[config.mk]
export PLATFORM = sky130hd
export DESIGN_NAME = alu_decoder
export DESIGN_NICKNAME = d
export VERILOG_FILES = /design/src/rtl/alu_pkg.sv /design/src/rtl/alu_decoder.sv
export SDC_FILE = /design/constraint.sdc
export NUM_CORES = 1
export LEC_CHECK = 0
export BUFFER_PORTS_ARGS = -buffer_cell sky130_fd_sc_hd__buf_2
export CAP_MARGIN = 20
export CORE_AREA = 2 2 39 41
export DETAILED_ROUTE_END_ITERATION = 10
export DIE_AREA = 0 0 41 43
export HOLD_SLACK_MARGIN = 0.15
export PLACE_DENSITY = 0.59
export SLEW_MARGIN = 20
export SYNTH_ARGS = -nofsm -noshare
export SYNTH_HDL_FRONTEND = slang
export SYNTH_SLANG_ARGS = --single-unit
[constraint.sdc]
create_clock -name clk -period 0.8 [get_ports clk]
set_input_delay 0.04 -clock clk [delete_from_list [all_inputs] [get_ports clk]]
set_output_delay 0.04 -clock clk [all_outputs]
set_load 0.02 [all_outputs]
[src/rtl/alu_pkg.sv]
// alu_pkg: shared CE1202 ALU opcode width, opcode values and one-hot decode
package alu_pkg;

    localparam int ALU_OP_W = 4;

    typedef enum logic [ALU_OP_W-1:0] {
        OP_ADD  = 4'd0,
        OP_SUB  = 4'd1,
        OP_INC  = 4'd2,
        OP_DEC  = 4'd3,
        OP_NEG  = 4'd4,
        OP_INV  = 4'd5,
        OP_ANDL = 4'd6,
        OP_ORL  = 4'd7,
        OP_EQU  = 4'd8,
        OP_CMP  = 4'd9,
        OP_MULS = 4'd10
    } alu_op_e;

    // Bit k selects opcode k for k<=10; bit 11 flags the unassigned codes.
    function automatic logic [11:0] decode_op(input logic [ALU_OP_W-1:0] op);
        return (op <= OP_MULS) ? 12'd1 << op : 12'h800;
    endfunction

endpackage

[src/rtl/alu_decoder.sv]
// alu_decoder: registered one-hot operation-select strobes from the ALU opcode
module alu_decoder
    import alu_pkg::*;
(
    input  logic                clk,
    input  logic                rst,
    input  logic [ALU_OP_W-1:0] op,
    output logic                add,
    output logic                sub,
    output logic                inc,
    output logic                dec,
    output logic                neg,
    output logic                inv,
    output logic                andl,
    output logic                orl,
    output logic                equ,
    output logic                cmp,
    output logic                muls,
    output logic                illegal
);

    logic [11:0] sel;

    always_ff @(posedge clk)
        sel <= rst ? 12'd0 : decode_op(op);

    assign {illegal, muls, cmp, equ, orl, andl, inv, neg, dec, inc, sub, add} = sel;

endmodule

==> out/qor.log <==
INFO  clock_network  cts_hold_buf=4
INFO  logic_synthesis syn_area_per_cell=11.7squm
INFO  clock_network  clkSinkCount=12
INFO  critical_path  worstPathRequired=1000ps
INFO  final_layout   largest_register=sel
INFO  final_layout   design.final.nets=63
INFO  global_routing grt.overflow.total=0
INFO  final_layout   sequential_cell_area=240squm
INFO  final_layout   multi_input_area=123squm
INFO  floorplan      fp.dieW=41microns
INFO  route          drt_first_pass_iters=2
INFO  place          portBuffers=17
INFO  global_routing antenna_found_initial=0
INFO  final_layout   total_inserted_antenna_cells=0
INFO  floorplan      core=0.00138sqmm
INFO  run            cap_violations=0
INFO  final_layout   num-fill-cells=150
INFO  floorplan      die-area=0.00176sqmm
INFO  place          place.detailed.hpwl=462microns
INFO  pwr            vdd_ir_drop_max=658uV
INFO  status         outcome=finished clean
INFO  route          drtAntennaViolNets=0
INFO  pwr            pwr_density_cell=2090mW/mm^2
INFO  sta            fin_hold_ws=95.3ps
INFO  logic_synthesis async_flop_share=0
INFO  clock_network  numCtsBuffers=3
INFO  route          detail_route.drc_violations=0
INFO  critical_path  start_point_of_the_critical_path=op[0]
INFO  logic_synthesis yosysTopAreaCell=dfxtp_1
INFO  route          drt_wl_total=682microns
INFO  logic_synthesis dominantRegCellSynth=dfxtp_1
INFO  sta            max_freq=1290MHz
INFO  pwr            total_leakage_power=0.258nW
INFO  floorplan      io_pins=18
INFO  logic_synthesis synth_top_cells_by_area=dfxtp_1, nor3_2, nor2_1
INFO  worst_hold_path worstHoldPathType=input port to register
INFO  clock_network  clock_path_buffers=2
INFO  place          routabilityCongestion=0.700
INFO  logic_synthesis seq_area_frac_synth=0.662
INFO  route          first_iter_violations=3
INFO  logic_synthesis synth_seq_cells=12
INFO  clock_network  cts_tree=yes
INFO  critical_path  setup.worst_path.class=input port to register
INFO  sta            maxSlewHeadroom=0.878
INFO  floorplan      floorplan.initialDensity=0.262
INFO  global_routing grtUsageMet3=0.0471
INFO  logic_synthesis post_synth_instance_area=363squm
INFO  global_routing grt_pass1_wl=1.01mm
INFO  floorplan      floorplan.die.height=43microns
INFO  critical_path  cp-end-kind=register
INFO  sta            fin_setup_tns=0ps
INFO  global_routing global_route.peak_usage_layer=met2
INFO  route          dr_total_vias=298
INFO  sta            tightestPinTransition=183ps
INFO  critical_path  timing.critical_path.arrival=980ps
INFO  clock_network  clk_transition_reported_paths=70ps
INFO  global_routing grt.met2_usage=0.122
INFO  logic_synthesis post-synth-top-count-cell=dfxtp_1
INFO  final_layout   largest_register_ffs=12
INFO  final_layout   layout-drive-gt1-share=0.464
INFO  logic_synthesis syn_nets=37
INFO  global_routing first_global_vias=263
INFO  floorplan      fp-row-count=14
INFO  critical_path  critPathSlowestCell=dlygate4sd3_1
INFO  logic_synthesis netlist_instances=31
INFO  sta            rsz0062_at_grt=false
INFO  clock_network  htreeDepth=1
INFO  final_layout   layout-area-overhead-vs-synth=56.2%
INFO  sta            finalCriticalPeriod=776ps
INFO  worst_hold_path min_delay_worst_endpoint=sel[0]$_SDFF_PP0_
INFO  sta            period_share=0.971
INFO  worst_hold_path hp-start=op[3]
INFO  global_routing grt_util_met1=0.0971
INFO  sta            timing.final.hold_violations=0
INFO  clock_network  cts_setup_buffers=0
INFO  logic_synthesis synth.lib_cells_used.distinct=10
INFO  route          via_per_inst=4.14
INFO  critical_path  timing.critical_path.cells=buf_2 -> dlygate4sd3_1 -> nor3_2
INFO  logic_synthesis synth_warnings=0
INFO  sta            finalMaxSlewViolations=0
INFO  critical_path  path_max_fanout=5
INFO  logic_synthesis synth_top_area_share=0.662
INFO  route          post_dr_wirelength_cell=9.47microns
INFO  critical_path  cp_slowest_stage_delay=620ps
INFO  critical_path  start_kind=input port
INFO  logic_synthesis synth_edf_count=0
INFO  sta            report.final.setup_viol=0
INFO  final_layout   reg_top3=sel (12)
INFO  global_routing grt.total_usage=0.0905
INFO  global_routing grt_max_degree=8
INFO  clock_network  clock_tree_root=clkbuf_4
INFO  logic_synthesis synth_commonest_cells=dfxtp_1, nor2_1, nor3_2
INFO  worst_hold_path hold_path_depth=3
critical path, delay by kind of cell:
family | cells | cell delay, ps
simple gates | 1 | 190
buf+inv | 2 | 750
layout make-up:
cell class              count  share of cell area
clock buffers               4              0.0640
well taps                  16              0.0353
flip-flops and latches     12               0.424
multi-input cells          19               0.216
repair buffers             21               0.260
cells by family after synthesis:
| family | count (synthesis) | synth area share |
|---|---|---|
| simple gates | 18 | 0.324 |
| flops | 12 | 0.662 |
| compound gates | 1 | 0.0138 |
worst max path at each step:
stage / endpoint / slack (ps) / cells after the start
5_1_grt: illegal / 3 / 1
2_1_floorplan: sel[8]$_SDFF_PP0_ / 180 / 2
6_report: sel[0]$_SDFF_PP0_ / 20 / 3
4_1_cts: neg / 20 / 1
3_5_place_dp: sel[8]$_SDFF_PP0_ / 30 / 3
3_3_place_gp: sel[8]$_SDFF_PP0_ / 30 / 3
cells in the final DEF, fill, tap and decap left out:
cell type / instances
buf_2: 8
clkbuf_4: 3
nor3b_1: 1
nor2_1: 8
a21oi_1: 1
or3b_4: 1
or2b_1: 2
dfxtp_1: 12
clkbuf_8: 1
buf_4: 9
or3_4: 1
dlygate4sd3_1: 4
nand2_1: 1
or3b_1: 1
nor3_2: 3
where the power goes:
part	internal (mW)	switching, mW
Sequential	0.609	0.00266
Clock	0.276	0.189
Combinational	0.0501	0.0555
Total	0.935	0.247
layer usage:
layer	up-vias	wire length [microns]
met5	-	0
met4	0	18
met3	4	67
met2	15	300
met1	129	295
li1	150	-
stage by stage:
| step | utilization | instance area [sq um] | worst slack [ps] | power, mW | instances |
|---|---|---|---|---|---|
| after global placement | 0.338 | 468 | 28.4 | 0.709 | 64 |
| after detailed placement | 0.338 | 468 | 31.1 | 0.710 | 64 |
| final | 0.410 | 567 | 23.5 | 1.18 | 72 |
| after CTS | 0.393 | 544 | 16.7 | 1.19 | 72 |
| after floorplan | - | 363 | 184 | 0.669 | 31 |
| after global routing | 0.410 | 567 | 2.91 | 1.23 | 72 |
timing repair:
action                                 CTS  global route
resized for setup                        0             9
endpoints found under the hold margin   12            11
setup endpoints to repair                0             9
No activity file was read; power rests on OpenSTA's default activity.
